`config.mk`:
```
export PLATFORM = sky130hd
export DESIGN_NAME = core_s1_fetch_ctrl
export DESIGN_NICKNAME = d
export VERILOG_FILES = /design/src/rtl/core_pkg.sv /design/src/rtl/core_s1_fetch_buf.sv /design/src/rtl/core_s1_fetch_ctrl.sv
export SDC_FILE = /design/constraint.sdc
export NUM_CORES = 1
export LEC_CHECK = 0
export CORE_MARGIN = 4
export CORE_UTILIZATION = 35
export CTS_CLUSTER_DIAMETER = 100
export CTS_CLUSTER_SIZE = 30
export DETAILED_ROUTE_END_ITERATION = 7
export PLACE_DENSITY = 0.68
export SYNTH_ARGS = -nofsm -noshare
export SYNTH_HDL_FRONTEND = slang
export SYNTH_SLANG_ARGS = --single-unit
```
`constraint.sdc`:
```
create_clock -name i_clk -period 2.7 [get_ports i_clk]
set_input_delay 0.27 -clock i_clk [delete_from_list [all_inputs] [get_ports i_clk]]
set_output_delay 0.27 -clock i_clk [all_outputs]
set_load 0.01 [all_outputs]
```
`src/rtl/core_pkg.sv`:
```
// Shared core types: fetch-stage state, buffered fetch entries and the s1->s2 bundle.
package core_pkg;

  localparam logic [31:0] RESET_PC = 32'h0000_0000;

  typedef enum logic [1:0] {
    FETCH   = 2'd0,
    DISCARD = 2'd1,
    HALT    = 2'd2
  } fetch_state_e;

  typedef struct packed {
    logic [31:0] pc;
    logic [31:0] instr;
    logic        fault;
  } fetch_entry_s;

  typedef struct packed {
    logic        valid;
    logic [31:0] pc;
    logic [31:0] instr;
    logic        fault;
  } s1_to_s2_s;

  function automatic logic is_aligned(input logic [31:0] addr);
    return addr[1:0] == 2'b00;
  endfunction

endpackage

```
`src/rtl/core_s1_fetch_buf.sv`:
```
// Two-entry in-order fetch buffer: a registered output entry backed by one skid entry.
module core_s1_fetch_buf
  import core_pkg::*;
(
  input  logic         i_clk,
  input  logic         i_rst,
  input  logic         i_push,
  input  fetch_entry_s i_push_entry,
  input  logic         i_pop,
  input  logic         i_flush,
  output logic         o_valid,
  output fetch_entry_s o_entry,
  output logic [1:0]   o_count
);

  fetch_entry_s r_out;
  fetch_entry_s r_skid;
  logic         r_out_valid;
  logic         r_skid_valid;
  logic         w_out_free;

  assign w_out_free = !r_out_valid || i_pop;

  // The skid entry always drains into the output slot before a new push can land there.
  always_ff @(posedge i_clk) begin
    if (i_rst || i_flush) begin
      r_out        <= '0;
      r_skid       <= '0;
      r_out_valid  <= 1'b0;
      r_skid_valid <= 1'b0;
    end else if (w_out_free) begin
      if (r_skid_valid) begin
        r_out        <= r_skid;
        r_out_valid  <= 1'b1;
        r_skid_valid <= i_push;
        if (i_push) r_skid <= i_push_entry;
      end else begin
        r_out_valid <= i_push;
        if (i_push) r_out <= i_push_entry;
      end
    end else if (i_push) begin
      r_skid       <= i_push_entry;
      r_skid_valid <= 1'b1;
    end
  end

  assign o_valid = r_out_valid;
  assign o_entry = r_out;
  assign o_count = {1'b0, r_out_valid} + {1'b0, r_skid_valid};

endmodule

```
`src/rtl/core_s1_fetch_ctrl.sv`:
```
// Stage-1 fetch sequencer: owns the PC, issues one fetch at a time, buffers results for s2
// and handles redirects, stale responses and fetch faults.
module core_s1_fetch_ctrl
  import core_pkg::*;
#(
  parameter logic [31:0] RESET_PC = core_pkg::RESET_PC
) (
  input  logic        i_clk,
  input  logic        i_rst,
  output logic        o_req_valid,
  output logic [31:0] o_req_addr,
  input  logic        i_rsp_ready,
  input  logic [31:0] i_rsp_instr,
  input  logic        i_rsp_illegal,
  input  logic        i_branch_en,
  input  logic [31:0] i_branch_target,
  output logic        o_s2_valid,
  output logic [31:0] o_s2_pc,
  output logic [31:0] o_s2_instr,
  output logic        o_s2_fault,
  input  logic        i_s2_ready
);

  fetch_state_e r_state;
  fetch_state_e w_state_nxt;
  logic [31:0]  r_pc;
  logic [31:0]  w_pc_nxt;
  logic [31:0]  r_target;
  logic [31:0]  w_target_nxt;
  logic         r_pending;
  logic         w_pending_nxt;

  logic         w_room;
  logic         w_misaligned;
  logic         w_rsp_take;
  logic         w_push;
  logic         w_pop;
  logic         w_flush;
  fetch_entry_s w_push_entry;
  logic         w_out_valid;
  fetch_entry_s w_out_entry;
  logic [1:0]   w_count;
  s1_to_s2_s    w_s2;

  // Room for a new entry exists only when the skid is empty and the output slot frees up.
  assign w_room       = (w_count == 2'd0) || ((w_count == 2'd1) && i_s2_ready);
  assign w_misaligned = !is_aligned(r_pc);
  assign o_req_valid  = !i_rst && (r_pending || ((r_state == FETCH) && !w_misaligned && w_room));
  assign o_req_addr   = {r_pc[31:2], 2'b00};
  assign w_rsp_take   = o_req_valid && i_rsp_ready;
  assign w_pop        = w_out_valid && i_s2_ready;

  always_ff @(posedge i_clk) begin
    if (i_rst) begin
      r_state   <= FETCH;
      r_pc      <= RESET_PC;
      r_target  <= RESET_PC;
      r_pending <= 1'b0;
    end else begin
      r_state   <= w_state_nxt;
      r_pc      <= w_pc_nxt;
      r_target  <= w_target_nxt;
      r_pending <= w_pending_nxt;
    end
  end

  // A redirect overrides everything; an outstanding request must still be drained in DISCARD.
  always_comb begin
    w_state_nxt   = r_state;
    w_pc_nxt      = r_pc;
    w_target_nxt  = r_target;
    w_pending_nxt = o_req_valid && !i_rsp_ready;
    w_push        = 1'b0;
    w_push_entry  = '0;
    w_flush       = 1'b0;
    if (i_branch_en) begin
      w_flush = 1'b1;
      if (o_req_valid && !i_rsp_ready) begin
        w_state_nxt  = DISCARD;
        w_target_nxt = i_branch_target;
      end else begin
        w_state_nxt = FETCH;
        w_pc_nxt    = i_branch_target;
      end
    end else begin
      case (r_state)
        FETCH: begin
          if (w_rsp_take) begin
            w_push = 1'b1;
            if (i_rsp_illegal) begin
              w_push_entry = '{pc: r_pc, instr: 32'h0, fault: 1'b1};
              w_state_nxt  = HALT;
            end else begin
              w_push_entry = '{pc: r_pc, instr: i_rsp_instr, fault: 1'b0};
              w_pc_nxt     = r_pc + 32'd4;
            end
          end else if (w_misaligned && w_room && !r_pending) begin
            w_push       = 1'b1;
            w_push_entry = '{pc: r_pc, instr: 32'h0, fault: 1'b1};
            w_state_nxt  = HALT;
          end
        end
        DISCARD: begin
          if (w_rsp_take) begin
            w_state_nxt = FETCH;
            w_pc_nxt    = r_target;
          end
        end
        HALT: begin
          w_state_nxt = HALT;
        end
        default: begin
          w_state_nxt = FETCH;
        end
      endcase
    end
  end

  core_s1_fetch_buf u_buf (
    .i_clk        (i_clk),
    .i_rst        (i_rst),
    .i_push       (w_push),
    .i_push_entry (w_push_entry),
    .i_pop        (w_pop),
    .i_flush      (w_flush),
    .o_valid      (w_out_valid),
    .o_entry      (w_out_entry),
    .o_count      (w_count)
  );

  assign w_s2       = {w_out_valid, w_out_entry.pc, w_out_entry.instr, w_out_entry.fault};
  assign o_s2_valid = w_s2.valid;
  assign o_s2_pc    = w_s2.pc;
  assign o_s2_instr = w_s2.instr;
  assign o_s2_fault = w_s2.fault;

endmodule
```
==> results by group <==
Cells and area
  – Commonest non-fill, non-tap cell in the layout: dfxtp_1
  – Commonest cells after routing, fill and taps aside: dfxtp_1, nand2_1, clkdlybuf4s50_1, a21oi_1, buf_4
  – Nets: approximately 1.3k
  – Fraction of layout cells with a size suffix above 1: around 9.8%
  – Syn-to-layout area delta: 27.69%
  – Fillers: approximately 2.5k
  – Final Util: a little under half
  – Post-Layout Cell Count: 1552

Clock network
  – CTS Root Buffer Type: clkbuf_16
  – Clock latency on the worst-skew pair: 460 ps
  – Clock sinks: about 200
  – Clk pin slew, worst setup/hold paths: 80 ps
  – CTS tree: built
  – CTS buffer count: 17
  – # H-tree levels: 4
  – # hold bufs at CTS: 0
  – Clock Tree Buf Depth: 2

Flow run
  – Maxcap violations: 0

Synth
  – Synth Cell Area: just over 0.009 sq mm
  – YS warnings: 0
  – Yosys top cell area share: 42.97%
  – Most used flip-flop cell after synthesis: dfxtp_1
  – Synth Register Bits: slightly below 200
  – Synth area leaders: dfxtp_1, a21oi_1, nand2_1
  – Main combinational cell family by area after synthesis: compound AO/OA/AOI/OAI gates
  – XOR/XNOR Fraction of Synth Area: less than 1%
  – Mapped Cells: 1102
  – Netlist cell types: 66
  – Area leader, netlist: dfxtp_1
  – Async SR Flop Fraction: 0%
  – Seq/Total Area, Yosys: a little over two fifths
  – EDFF count, synth: 0
  – Mapped Avg Cell Area: around 8.4 sq um
  – Post-synthesis adder-cell area fraction: 0.2699%
  – Compound-Gate Fraction of Synth Area: between 30% and 40%
  – Post-synthesis mux area share: approximately 2.6%
  – Simple-gate share of the synthesized area: between 10% and 20%

Global routing
  – Largest net degree at the start of global routing: 68
  – Antenna violations before repair: 1
  – Global-route wire length before repair: 46.80 mm
  – GRT overflow: 0
  – Vias in the first global route: 8289
  – GRT Total Usage: roughly a fifth

Route
  – Drt first pass iters: 7
  – Vias per cell: approximately 5.8
  – Post-route ant nets: 0
  – Drt drc: 0
  – DR iter-0 viols: roughly 1.0k
  – DRT Wirelength: between 20 and 30 mm
  – Avg WL per Cell: 19.12 um
  – DR vias: about 9.0k

Timing
  – Actual slew at the worst max-slew pin: approximately 690 ps
  – Clk_skew: 20.44 ps
  – Rel. slew slack: between 50% and 60%
  – Fin. Hold Viols: 0
  – Unrepaired setup endpoints after global routing: false
  – Final setup fails: 0
  – Setup TNS: 0 ps
  – Period utilization: a little over nine tenths
  – Hold slack final: between 300 and 400 ps
  – Final slew viol count: 0
  – Tmin final: around 2600 ps
  – Max Clk Rate: 0.3876 GHz

Worst setup path
  – Slowest stage delay, CP: around 500 ps
  – Worst r2r src: u_buf.o_valid
  – Worst path bufs/invs: 2
  – CP max stage cell: clkdlybuf4s50_1
  – Critical Setup Path Class: flip-flop to primary output
  – Startpoint Class: flip-flop
  – WP data required: 2430 ps
  – Critical-path cell list: inv_1, ha_1, a21o_1, a31oi_1, nor2_2, clkdlybuf4s50_1
  – Arrival @ worst endpoint: 2310 ps
  – R2r worst-path depth: 7
  – Critical path peak fanout: 4
  – Register-to-register path setup slack: 220 ps
  – Critical Path End Type: primary output
  – Delay-heaviest family, CP: buffers and inverters
  – Worst r2r dst: r_pc[1]

Floorplanning
  – Die Area: between 0.02 and 0.03 sq mm
  – Initial Util: 35.58%
  – Rows: between 50 and 60
  – Core area: 0.02606 sq mm
  – Die Ht: about 170 um
  – I/O pin total: approximately 170
  – Die Span X: ~170 um

Hold path
  – Hold Startpoint: i_rst
  – WHS Path Cells: 3
  – Worst Hold End: r_state[0]
  – Hold Path Class: input port to flip-flop

Run status
  – Status: finished, final reports clean

Placement
  – Final HPWL DP: approximately 20 mm
  – Post-Place Cells: approximately 1.5k
  – Port Buffer Count: between 150 and 200
  – Final Wtd Congestion: between 0.8 and 0.9

Pwr
  – PwrDens: approximately 570 mW/mm^2
  – Total power draw: ~0.0068 W
  – Peak supply drop: 0.3779 mV
  – Leakage power: between 3 and 4 nW
## worst max-delay path by stage
stage	from	endpoint	slack (ps)	cells after the start
finish	u_buf.o_valid	o_req_valid	120	6
global route	u_buf.o_valid	o_req_valid	5	6
CTS	u_buf.o_valid	o_req_valid	100	6
detailed placement	i_s2_ready	r_pc[0]	270	6
global placement	i_rsp_ready	r_pc[18]	330	7
floorplan	u_buf.r_skid_valid	r_pc[13]	30	12
## worst min-delay path, cell delays in order
cell     delay, ps
buf_2          110
buf_4          250
a21oi_1        150
## kinds of logic after synthesis
logic type | count (synthesis)
AO/OA/AOI/OAI | 410
XOR/XNOR | 2
adder cells (fa/ha/maj) | 2
buffers and inverters | 154
flip-flops | 199
multiplexers | 24
other | 1
AND/OR/NAND/NOR | 310
## cell type report
type	count	area (sq um)	area share, %
repair buffers	223	2160	18.24
multi-input cells	750	4596	38.82
clock buffers	17	425.4	3.593
clock inverters	15	206.4	1.744
well taps	335	419.2	3.540
diodes	1	2.502	0.02114
inverters	12	45.04	0.3805
flip-flops and latches	199	3985	33.66
## Yosys cell counts, types with 4 or more instances
library cell,count
a211oi_1,43
a21oi_1,153
a22o_1,32
a2bb2oi_1,8
a31oi_1,18
a32oi_1,32
and3_1,12
buf_1,4
buf_2,32
buf_4,32
clkbuf_1,74
dfxtp_1,199
inv_1,10
mux2i_1,24
nand2_1,171
nand2b_1,22
nand3_1,9
nand4_1,9
nor2_1,51
nor3_1,11
nor4_1,4
nor4_2,4
o21ai_0,17
o21ai_1,5
o221a_2,8
o221ai_1,24
o311ai_0,16
o31a_1,5
o31ai_1,6
o41ai_1,11
or3_1,4
## through the flow
step / cell area [sq um] / setup slack (ps)
after CTS: 11830 / 96.25
after detailed placement: 11200 / 272.4
final: 11840 / 120.2
after global placement: 11200 / 327.2
after floorplan: 9276 / 27.78
after global routing: 11840 / 5.035
## per-layer routing
| metal | vias to the layer above | part of all wire, % | GRT usage, % |
|---|---|---|---|
| met2 | 348 | 45 | 29.57 |
| li1 | 4266 | - | - |
| met5 | - | 0 | 0 |
| met3 | 34 | 7.7 | 4.321 |
| met4 | 0 | 1.5 | 5.521 |
| met1 | 4303 | 46 | 29.07 |
## registers in the layout (all words and copies together), names as in the netlist
| signal | cells |
|---|---|
| u_buf.r_skid_valid | 1 |
| u_buf.o_valid | 1 |
| u_buf.o_entry | 65 |
| r_pending | 1 |
| r_pc | 32 |
| r_state | 2 |
| u_buf.r_skid | 65 |
| r_target | 32 |
## where the power goes
part,total [W],leakage (nW),switching (W),internal [W]
sequential,0.00314,1.61,0.000113,0.00302
clock,0.00263,0.301,0.00136,0.00128
combinational,0.00103,2.05,0.000567,0.000459
total,0.00679,3.97,0.00203,0.00476
## what timing repair did
action                     4_1_cts  5_1_grt
setup endpoints to repair        0        1
gates resized for setup          0        1
buffers inserted                 0        0
Note: power is estimated with default switching activity, not from simulation.
